**src/rtl/decode_execute_stage_if.sv**
```systemverilog
// decode_execute_stage_if: decode inputs, forwarding sources and the D->E register outputs
interface decode_execute_stage_if #(parameter int DATA_WID = 64, parameter int ADDR_WID = 4);
  logic [3:0]          D_icode, D_ifun;
  logic [2:0]          D_stat;
  logic [DATA_WID-1:0] D_valC, D_valP;
  logic [ADDR_WID-1:0] d_srcA, d_srcB, d_dstE, d_dstM;
  logic [DATA_WID-1:0] d_rvalA, d_rvalB;
  logic [ADDR_WID-1:0] e_dstE, M_dstE, M_dstM, W_dstE, W_dstM;
  logic [DATA_WID-1:0] e_valE, M_valE, m_valM, W_valE, W_valM;
  logic                e_Cnd, E_stall, E_bubble;
  logic                load_use, mispredict;
  logic [3:0]          E_icode, E_ifun;
  logic [2:0]          E_stat;
  logic [DATA_WID-1:0] E_valC, E_valA, E_valB;
  logic [ADDR_WID-1:0] E_srcA, E_srcB, E_dstE, E_dstM;
  modport master (
    output D_icode, D_ifun, D_stat, D_valC, D_valP, d_srcA, d_srcB, d_dstE, d_dstM,
           d_rvalA, d_rvalB, e_dstE, M_dstE, M_dstM, W_dstE, W_dstM,
           e_valE, M_valE, m_valM, W_valE, W_valM, e_Cnd, E_stall, E_bubble,
    input  load_use, mispredict, E_icode, E_ifun, E_stat, E_valC, E_valA, E_valB,
           E_srcA, E_srcB, E_dstE, E_dstM
  );
  modport slave (
    input  D_icode, D_ifun, D_stat, D_valC, D_valP, d_srcA, d_srcB, d_dstE, d_dstM,
           d_rvalA, d_rvalB, e_dstE, M_dstE, M_dstM, W_dstE, W_dstM,
           e_valE, M_valE, m_valM, W_valE, W_valM, e_Cnd, E_stall, E_bubble,
    output load_use, mispredict, E_icode, E_ifun, E_stat, E_valC, E_valA, E_valB,
           E_srcA, E_srcB, E_dstE, E_dstM
  );
endinterface

```
**src/rtl/decode_execute_stage.sv**
```systemverilog
// decode_execute_stage: operand forwarding, load/use and mispredict detection, D->E register
module decode_execute_stage #(
  parameter int DATA_WID = 64,
  parameter int ADDR_WID = 4
) (
  input logic CLK,
  input logic RST_N,
  decode_execute_stage_if.slave bus
);
  localparam logic [ADDR_WID-1:0] NonReg = '1;
  localparam logic [3:0] Nop = 4'h1, Mrmovq = 4'h5, Jxx = 4'h7, Call = 4'h8, Popq = 4'hB;
  typedef struct packed {
    logic [3:0]          icode;
    logic [3:0]          ifun;
    logic [2:0]          stat;
    logic [DATA_WID-1:0] valC;
    logic [DATA_WID-1:0] valA;
    logic [DATA_WID-1:0] valB;
    logic [ADDR_WID-1:0] srcA;
    logic [ADDR_WID-1:0] srcB;
    logic [ADDR_WID-1:0] dstE;
    logic [ADDR_WID-1:0] dstM;
  } eRegT;
  localparam eRegT Bubble = '{icode: Nop, ifun: 4'h0, stat: 3'h1, valC: '0, valA: '0, valB: '0,
                              srcA: NonReg, srcB: NonReg, dstE: NonReg, dstM: NonReg};
  eRegT eReg, dIn;
  logic [DATA_WID-1:0] fwdA, fwdB;
  logic loadE;
  // NonReg sources never match, so "no register" is never forwarded
  function automatic logic hit(input logic [ADDR_WID-1:0] src, input logic [ADDR_WID-1:0] dst);
    return src != NonReg && src == dst;
  endfunction
  // forwarding chains: youngest producer first; CALL/JXX carry valP in valA
  always_comb begin
    fwdA = (bus.D_icode == Call || bus.D_icode == Jxx) ? bus.D_valP :
           hit(bus.d_srcA, bus.e_dstE) ? bus.e_valE :
           hit(bus.d_srcA, bus.M_dstM) ? bus.m_valM :
           hit(bus.d_srcA, bus.M_dstE) ? bus.M_valE :
           hit(bus.d_srcA, bus.W_dstM) ? bus.W_valM :
           hit(bus.d_srcA, bus.W_dstE) ? bus.W_valE : bus.d_rvalA;
    fwdB = hit(bus.d_srcB, bus.e_dstE) ? bus.e_valE :
           hit(bus.d_srcB, bus.M_dstM) ? bus.m_valM :
           hit(bus.d_srcB, bus.M_dstE) ? bus.M_valE :
           hit(bus.d_srcB, bus.W_dstM) ? bus.W_valM :
           hit(bus.d_srcB, bus.W_dstE) ? bus.W_valE : bus.d_rvalB;
    dIn = '{icode: bus.D_icode, ifun: bus.D_ifun, stat: bus.D_stat, valC: bus.D_valC,
            valA: fwdA, valB: fwdB, srcA: bus.d_srcA, srcB: bus.d_srcB,
            dstE: bus.d_dstE, dstM: bus.d_dstM};
  end
  assign bus.load_use = (eReg.icode == Mrmovq || eReg.icode == Popq) && eReg.dstM != NonReg &&
                        (eReg.dstM == bus.d_srcA || eReg.dstM == bus.d_srcB);
  assign bus.mispredict = eReg.icode == Jxx && !bus.e_Cnd;
  assign loadE = bus.E_bubble || bus.load_use || bus.mispredict;
  // E register: stall holds, any hazard or bubble request inserts a NOP, reset discards everything
  always_ff @(posedge CLK or negedge RST_N)
    if (!RST_N) eReg <= Bubble;
    else if (!bus.E_stall) eReg <= loadE ? Bubble : dIn;
  assign bus.E_icode = eReg.icode;
  assign bus.E_ifun  = eReg.ifun;
  assign bus.E_stat  = eReg.stat;
  assign bus.E_valC  = eReg.valC;
  assign bus.E_valA  = eReg.valA;
  assign bus.E_valB  = eReg.valB;
  assign bus.E_srcA  = eReg.srcA;
  assign bus.E_srcB  = eReg.srcB;
  assign bus.E_dstE  = eReg.dstE;
  assign bus.E_dstM  = eReg.dstM;
endmodule
```
**src/flat_wrapper.sv**
```systemverilog
// flat-port wrapper written by rule: the top's interface ports become plain ports
module decode_execute_stage_flat 
#(
  parameter int DATA_WID = 64,
  parameter int ADDR_WID = 4
)
  (CLK, RST_N, bus_D_icode, bus_D_ifun, bus_D_stat, bus_D_valC, bus_D_valP, bus_d_srcA, bus_d_srcB, bus_d_dstE, bus_d_dstM, bus_d_rvalA, bus_d_rvalB, bus_e_dstE, bus_M_dstE, bus_M_dstM, bus_W_dstE, bus_W_dstM, bus_e_valE, bus_M_valE, bus_m_valM, bus_W_valE, bus_W_valM, bus_e_Cnd, bus_E_stall, bus_E_bubble, bus_load_use, bus_mispredict, bus_E_icode, bus_E_ifun, bus_E_stat, bus_E_valC, bus_E_valA, bus_E_valB, bus_E_srcA, bus_E_srcB, bus_E_dstE, bus_E_dstM);
  decode_execute_stage_if #(.DATA_WID(DATA_WID), .ADDR_WID(ADDR_WID)) bus_i ();
  input logic CLK;
  input logic RST_N;
  input wire logic [$bits(bus_i.D_icode)-1:0] bus_D_icode;
  input wire logic [$bits(bus_i.D_ifun)-1:0] bus_D_ifun;
  input wire logic [$bits(bus_i.D_stat)-1:0] bus_D_stat;
  input wire logic [$bits(bus_i.D_valC)-1:0] bus_D_valC;
  input wire logic [$bits(bus_i.D_valP)-1:0] bus_D_valP;
  input wire logic [$bits(bus_i.d_srcA)-1:0] bus_d_srcA;
  input wire logic [$bits(bus_i.d_srcB)-1:0] bus_d_srcB;
  input wire logic [$bits(bus_i.d_dstE)-1:0] bus_d_dstE;
  input wire logic [$bits(bus_i.d_dstM)-1:0] bus_d_dstM;
  input wire logic [$bits(bus_i.d_rvalA)-1:0] bus_d_rvalA;
  input wire logic [$bits(bus_i.d_rvalB)-1:0] bus_d_rvalB;
  input wire logic [$bits(bus_i.e_dstE)-1:0] bus_e_dstE;
  input wire logic [$bits(bus_i.M_dstE)-1:0] bus_M_dstE;
  input wire logic [$bits(bus_i.M_dstM)-1:0] bus_M_dstM;
  input wire logic [$bits(bus_i.W_dstE)-1:0] bus_W_dstE;
  input wire logic [$bits(bus_i.W_dstM)-1:0] bus_W_dstM;
  input wire logic [$bits(bus_i.e_valE)-1:0] bus_e_valE;
  input wire logic [$bits(bus_i.M_valE)-1:0] bus_M_valE;
  input wire logic [$bits(bus_i.m_valM)-1:0] bus_m_valM;
  input wire logic [$bits(bus_i.W_valE)-1:0] bus_W_valE;
  input wire logic [$bits(bus_i.W_valM)-1:0] bus_W_valM;
  input wire logic [$bits(bus_i.e_Cnd)-1:0] bus_e_Cnd;
  input wire logic [$bits(bus_i.E_stall)-1:0] bus_E_stall;
  input wire logic [$bits(bus_i.E_bubble)-1:0] bus_E_bubble;
  output wire logic [$bits(bus_i.load_use)-1:0] bus_load_use;
  output wire logic [$bits(bus_i.mispredict)-1:0] bus_mispredict;
  output wire logic [$bits(bus_i.E_icode)-1:0] bus_E_icode;
  output wire logic [$bits(bus_i.E_ifun)-1:0] bus_E_ifun;
  output wire logic [$bits(bus_i.E_stat)-1:0] bus_E_stat;
  output wire logic [$bits(bus_i.E_valC)-1:0] bus_E_valC;
  output wire logic [$bits(bus_i.E_valA)-1:0] bus_E_valA;
  output wire logic [$bits(bus_i.E_valB)-1:0] bus_E_valB;
  output wire logic [$bits(bus_i.E_srcA)-1:0] bus_E_srcA;
  output wire logic [$bits(bus_i.E_srcB)-1:0] bus_E_srcB;
  output wire logic [$bits(bus_i.E_dstE)-1:0] bus_E_dstE;
  output wire logic [$bits(bus_i.E_dstM)-1:0] bus_E_dstM;
  assign bus_i.D_icode = bus_D_icode;
  assign bus_i.D_ifun = bus_D_ifun;
  assign bus_i.D_stat = bus_D_stat;
  assign bus_i.D_valC = bus_D_valC;
  assign bus_i.D_valP = bus_D_valP;
  assign bus_i.d_srcA = bus_d_srcA;
  assign bus_i.d_srcB = bus_d_srcB;
  assign bus_i.d_dstE = bus_d_dstE;
  assign bus_i.d_dstM = bus_d_dstM;
  assign bus_i.d_rvalA = bus_d_rvalA;
  assign bus_i.d_rvalB = bus_d_rvalB;
  assign bus_i.e_dstE = bus_e_dstE;
  assign bus_i.M_dstE = bus_M_dstE;
  assign bus_i.M_dstM = bus_M_dstM;
  assign bus_i.W_dstE = bus_W_dstE;
  assign bus_i.W_dstM = bus_W_dstM;
  assign bus_i.e_valE = bus_e_valE;
  assign bus_i.M_valE = bus_M_valE;
  assign bus_i.m_valM = bus_m_valM;
  assign bus_i.W_valE = bus_W_valE;
  assign bus_i.W_valM = bus_W_valM;
  assign bus_i.e_Cnd = bus_e_Cnd;
  assign bus_i.E_stall = bus_E_stall;
  assign bus_i.E_bubble = bus_E_bubble;
  assign bus_load_use = bus_i.load_use;
  assign bus_mispredict = bus_i.mispredict;
  assign bus_E_icode = bus_i.E_icode;
  assign bus_E_ifun = bus_i.E_ifun;
  assign bus_E_stat = bus_i.E_stat;
  assign bus_E_valC = bus_i.E_valC;
  assign bus_E_valA = bus_i.E_valA;
  assign bus_E_valB = bus_i.E_valB;
  assign bus_E_srcA = bus_i.E_srcA;
  assign bus_E_srcB = bus_i.E_srcB;
  assign bus_E_dstE = bus_i.E_dstE;
  assign bus_E_dstM = bus_i.E_dstM;
  decode_execute_stage #(.DATA_WID(DATA_WID), .ADDR_WID(ADDR_WID)) u_core (.CLK(CLK), .RST_N(RST_N), .bus(bus_i));
endmodule
```
**config.mk**
```make
export PLATFORM = sky130hd
export DESIGN_NAME = decode_execute_stage_flat
export DESIGN_NICKNAME = d
export VERILOG_FILES = /design/src/rtl/decode_execute_stage_if.sv /design/src/rtl/decode_execute_stage.sv /design/src/flat_wrapper.sv
export SDC_FILE = /design/constraint.sdc
export NUM_CORES = 1
export LEC_CHECK = 0
export BUFFER_PORTS_ARGS = -buffer_cell sky130_fd_sc_hd__buf_2
export CORE_AREA = 3 3 333 335
export CTS_CLUSTER_SIZE = 12
export DETAILED_ROUTE_END_ITERATION = 6
export DIE_AREA = 0 0 336 338
export PLACE_DENSITY_LB_ADDON = 0.12
export SETUP_SLACK_MARGIN = 0.4
export SLEW_MARGIN = 20
export SYNTH_ARGS = -nofsm -noshare
export SYNTH_HDL_FRONTEND = slang
export SYNTH_SLANG_ARGS = --single-unit
```
**constraint.sdc**
```tcl
create_clock -name CLK -period 3.5 [get_ports CLK]
set_input_delay 0.35 -clock CLK [delete_from_list [all_inputs] [get_ports CLK]]
set_output_delay 0.35 -clock CLK [all_outputs]
set_load 0.02 [all_outputs]
```
; ---- Word level (Yosys, flattened, before mapping)
; Cells that the tools add are included.
[totals]
ff_bits = 219
inputBits = 628
[classes]
n_eq_ne = 20
muxes = 12
n_reduce_logical = 19
[ops]
columns = cell, n
row1 = two-way mux 64 bit, 11
row2 = two-way mux 219 bit, 1
row3 = equality test 4 bit, 12
row4 = logical AND 1 bit, 13
row5 = equality test 4 x 3 -> 1 bit (second input constant), 3
row6 = inequality test 4 bit (second input constant), 3
row7 = equality test 4 bit (second input constant), 2
row8 = logical OR 1 bit, 5
row9 = logical NOT 1 bit, 1

; ---- Longest topological paths before layout
[depth]
ltp_word = 9
ltp_mapped = 10
ltp_nobuf = 6

; ---- Worst setup path before layout
; No wires, ideal clock.
[synth_path]
kind = reg-to-reg
from = reg u_core.eReg, in the netlist u_core.bus.E_dstM[1]
to = reg u_core.eReg, in the netlist u_core.bus.E_valA[10]
synth_period_minus_slack_ns = 2.262
t_arrival_ns = 2.196
path_stages_with_launch = 9
path_buffers = 2
setup_time_ns = 0.066
path_slack_ns = 1.238
cell_sequence = dfstp_2 -> xor2_1 -> nor4_1 -> o2111a_1 -> or4_4 -> buf_6 -> buf_6 -> o21ai_1 -> and3_1
[synth_between]
elab_chain_len = 6
elab_cells_between_ends = 9
classes_between = eq/ne (3) / mux (1) / reduce/logical (5)
[synth_rtl]
columns = element, line
row1 = from (decl), decode_execute_stage.sv:26  ; eRegT eReg, dIn;
row2 = from (signal assigned), decode_execute_stage.sv:56  ; if (!RST_N) eReg <= Bubble;
row3 = from (signal assigned), decode_execute_stage.sv:57  ; else if (!bus.E_stall) eReg <= loadE ? Bubble : dIn;
row4 = inequality test 4 bit or equality test 4 bit (tied branches), "decode_execute_stage.sv:50, decode_execute_stage.sv:51"
row5 = logical AND 1 bit or logical OR 1 bit (tied branches), "decode_execute_stage.sv:50, decode_execute_stage.sv:51"
row6 = logical AND 1 bit *, decode_execute_stage.sv:50  ; assign bus.load_use = (eReg.icode == Mrmovq || eReg.icode == Popq) && eReg.dstM != NonReg &&
row7 = net bus_load_use, flat_wrapper.sv:35  ; output wire logic [$bits(bus_i.load_use)-1:0] bus_load_use;
row8 = logical OR 1 bit * (2 in series), decode_execute_stage.sv:53  ; assign loadE = bus.E_bubble || bus.load_use || bus.mispredict;
row9 = two-way mux 219 bit *, decode_execute_stage.sv:57
; Mark *: on every way through the listed nets, which the timed path passes. The rest lies on a longest branch.
; A chain may end at the register's enable or synchronous reset.

; ---- Final worst setup path
[layout_path]
from = reg u_core.eReg, in the netlist u_core.bus.E_dstM[1]
to = reg u_core.eReg, in the netlist u_core.bus.E_valB[15]
[layout_between]
elab_chain_len = 6
elab_cells_between_ends = 9
classes_between = eq/ne (3) / mux (1) / reduce/logical (5)
[layout_rtl]
columns = element, line
row1 = inequality test 4 bit or equality test 4 bit (tied branches), "decode_execute_stage.sv:50, decode_execute_stage.sv:51"
row2 = logical AND 1 bit or logical OR 1 bit (tied branches), "decode_execute_stage.sv:50, decode_execute_stage.sv:51"
row3 = logical AND 1 bit *, decode_execute_stage.sv:50
row4 = logical OR 1 bit * (2 in series), decode_execute_stage.sv:53
row5 = two-way mux 219 bit *, decode_execute_stage.sv:57
; Mark *: on every way between the ends. The rest lies on a longest branch, timed or not.

==> impl_metrics.yaml <==
status:
  outcome: "finished, final reports clean"
clock_network:
  clk_path_buf_depth: 3
  tritoncts: "yes"
  insertion_delay_ps: 600
  clk_pin_slew_ps: 60
  htreeDepth: 2
  cts_setup_buffers: 0
  ctsHoldBuffers: 80
  cts_inserted_buffers: 36
  cts.sinks: 219
  cts_root_buf: "clkbuf_16"
  cts_resized: 0
synthesis:
  yosysTopAreaCell: "dfrtp_1"
  yosysMostFrequentCell: "nand2_1"
  synth_area_um2: 16860
  synth_common_cells: "nand2_1, nor2_1, dfrtp_1"
  syn_avg_cell_area_um2: 7.611
  ys_ff_latch: 219
  synth_top_area_share_pct: 29.82
  syn-num-nets: 2844
  synth_area_leaders: "dfrtp_1, nand2_1, o211ai_1"
  synth_edf_count: 0
  synth_seq_area_share_pct: 32.63
  yosys_warnings: 0
  async_reset_ff_share_pct: 100.0
  synthCells: 2216
  yosys_most_used_dff: "dfrtp_1"
  ys_types: 41
die:
  die_x_um: 336
  core-area_um2: 108400
  io_pins: 849
  die_area_um2: 113600
  row_count: 121
  start_util_pct: 15.56
  die_y_um: 338
layout:
  layout-drive-gt1-share_pct: 33.21
  multi_input_area_um2: 10360
  register_area_um2: 5503
  final_cells: 4496
  n_fill_cell: 12260
  syn2layout_area_growth_pct: 47.85
  final_nets: 3640
drt:
  via_per_inst: 4.977
  drt_wl_total_um: 134100
  num_vias: 22380
  first_pass_iters: 5
  wl_per_cell_um: 29.83
  ant_nets: 0
  drc: 0
  drtIter0Drc: 1905
worst_setup_path:
  crit_arrival_ps: 3320
  worstSetupEndpointType: "register"
  start_kind: "register"
  r2r_cells: 7
  crit_fanout: 24
  r2r_end: "u_core.bus.E_valB[15]$_DFFE_PN0N_"
  crit_type: "reg -> reg"
  r2r-start: "u_core.bus.E_dstM[1]$_DFFE_PN1N_"
  regToRegSetupSlack_ps: 700
  worstPathRequired_ps: 4020
grt:
  grt_start_max_net_pins: 94
  antenna_found_initial: 54
  grt_usage_pct: 22.35
  grt_pass1_vias: 22180
  grt_pass1_wl_um: 182400
  grt-ovfl-total: 0
place:
  pre_cts_ws_ps: 390.8
  dpl.cell_count: 4308
  port_buffers: 848
  gp_congestion: 0.8673
  dp_hpwl_um: 95290
sta:
  max_slew_margin_pct: 42.82
  setup_slack_ps: 696.5
  fin_crit_sh_pct: 80.10
  period_needed_ps: 2803
  rsz0062_at_grt: "false"
  max_freq_mhz: 356.7
  finalSetupViolations: 0
  drv_slew: 0
  final-hold-violation-count: 0
  fin_skew_ps: 29.76
  whs_ps: 53.52
  worstMarginPinSlew_ps: 853.9
  setup_tns_ps: 0
pwr:
  pwr-share-seq_pct: 28.8
  power_density_nw_per_um2: 419.1
  power_mw: 10.45
  clock_power_share_pct: 37.5
  sw_frac_of_total_pct: 38.38
  peakVddDrop_mv: 0.3030
  intPower_mw: 6.440
  p_leak_nw: 12.07
  combPwrFrac_pct: 33.7
  p_sw_mw: 4.010
hold_path:
  hold_depth: 2
  min_path_type: "in -> reg"
  min_from: "bus_D_icode[3]"
  holdPathEnd: "u_core.bus.E_icode[3]$_DFFE_PN0N_"
flow_run:
  drv_cap: 0
==> layout make-up <==
type | instances | area share, %
well taps | 1414 | 7.095
clock buffers | 54 | 4.125
flip-flops and latches | 219 | 22.07
repair buffers | 996 | 23.71
clock inverters | 10 | 0.7376
diodes | 44 | 0.4416
multi-input cells | 1741 | 41.55
inverters | 18 | 0.2710
==> routing by layer <==
layer	vias up	track usage [%]	part of all wire (%)
met2	1084	36.48	47
met1	11130	29.37	43
met3	205	4.465	6.7
li1	9940	-	-
met4	22	7.597	2.8
met5	-	0	0.12
==> metrics by stage <==
step	util, %	instance area, um^2
6_report	23.00	24940
5_1_grt	22.97	24900
4_1_cts	22.90	24830
3_5_place_dp	21.04	22810
3_3_place_gp	21.04	22810
2_1_floorplan	-	16860
==> power groups by stage <==
stage	Combinational [mW]	Clock, mW	Sequential, mW
floorplan	1.39	0	3.34
global placement	3.48	0	3.04
detailed placement	3.44	0	3.04
CTS	3.53	4.08	3.00
global route	3.75	4.14	3.04
finish	3.53	3.92	3.01
==> cell usage in the layout, fill, tap and decap left out, types with 4 or more instances in the layout <==
| master | instances |
|---|---|
| buf_2 | 846 |
| nand2_1 | 322 |
| nor2_1 | 215 |
| dfrtp_1 | 201 |
| and3_1 | 130 |
| nand3_1 | 129 |
| o211ai_1 | 128 |
| dlygate4sd3_1 | 80 |
| a22o_1 | 73 |
| nand4_1 | 68 |
| o21ai_0 | 67 |
| nor3_1 | 66 |
| a211oi_1 | 64 |
| o21bai_1 | 64 |
| a221oi_1 | 64 |
| a311oi_1 | 64 |
| or3_1 | 64 |
| a2bb2oi_1 | 64 |
| o21ai_1 | 62 |
| diode_2 | 44 |
| buf_4 | 41 |
| xor2_1 | 36 |
| clkbuf_16 | 36 |
| buf_12 | 27 |
| inv_1 | 18 |
| a21oi_1 | 18 |
| dfstp_2 | 18 |
| xnor2_1 | 12 |
| clkbuf_1 | 12 |
| clkbuf_8 | 7 |
| nand2_4 | 5 |
| nor3_2 | 4 |
| bufinv_16 | 4 |
==> kinds of logic (layout without fill, tap and decap cells) <==
family,Yosys count,in the layout,synth area share (%)
AO/OA/AOI/OAI,671,671,29.67
XOR/XNOR,48,48,2.493
buffers and inverters,256,1078,6.684
flip-flops,219,219,32.63
other,0,44,0
AND/OR/NAND/NOR,1022,1022,28.53
==> worst max-delay path by stage <==
stage | from | endpoint
after floorplan | u_core.bus.E_dstM[1]$_DFFE_PN1N_ | u_core.bus.E_valA[10]$_DFFE_PN0N_
after global placement | bus_d_srcA[1] | u_core.bus.E_valA[15]$_DFFE_PN0N_
after detailed placement | bus_d_srcA[1] | u_core.bus.E_valA[15]$_DFFE_PN0N_
after CTS | u_core.bus.E_dstM[3]$_DFFE_PN1N_ | u_core.bus.E_valC[62]$_DFFE_PN0N_
after global routing | u_core.bus.E_dstM[1]$_DFFE_PN1N_ | u_core.bus.E_valB[17]$_DFFE_PN0N_
final | u_core.bus.E_dstM[1]$_DFFE_PN1N_ | u_core.bus.E_valB[15]$_DFFE_PN0N_
==> sequential cells by signal, indices dropped and copies added, names as in the netlist <==
name,count
u_core.bus.E_dstE,4
u_core.bus.E_dstM,4
u_core.bus.E_icode,4
u_core.bus.E_ifun,4
u_core.bus.E_srcA,4
u_core.bus.E_srcB,4
u_core.bus.E_stat,3
u_core.bus.E_valA,64
u_core.bus.E_valB,64
u_core.bus.E_valC,64
==> worst max-delay path: stages (launching register included) <==
cell	delay, ps
dfstp_2	620
xor2_1	170
nor4_1	100
o2111a_1	310
nor4_2	550
buf_12	290
o211ai_1	410
a2bb2oi_1	270
Power figures use the tool's default switching activity.
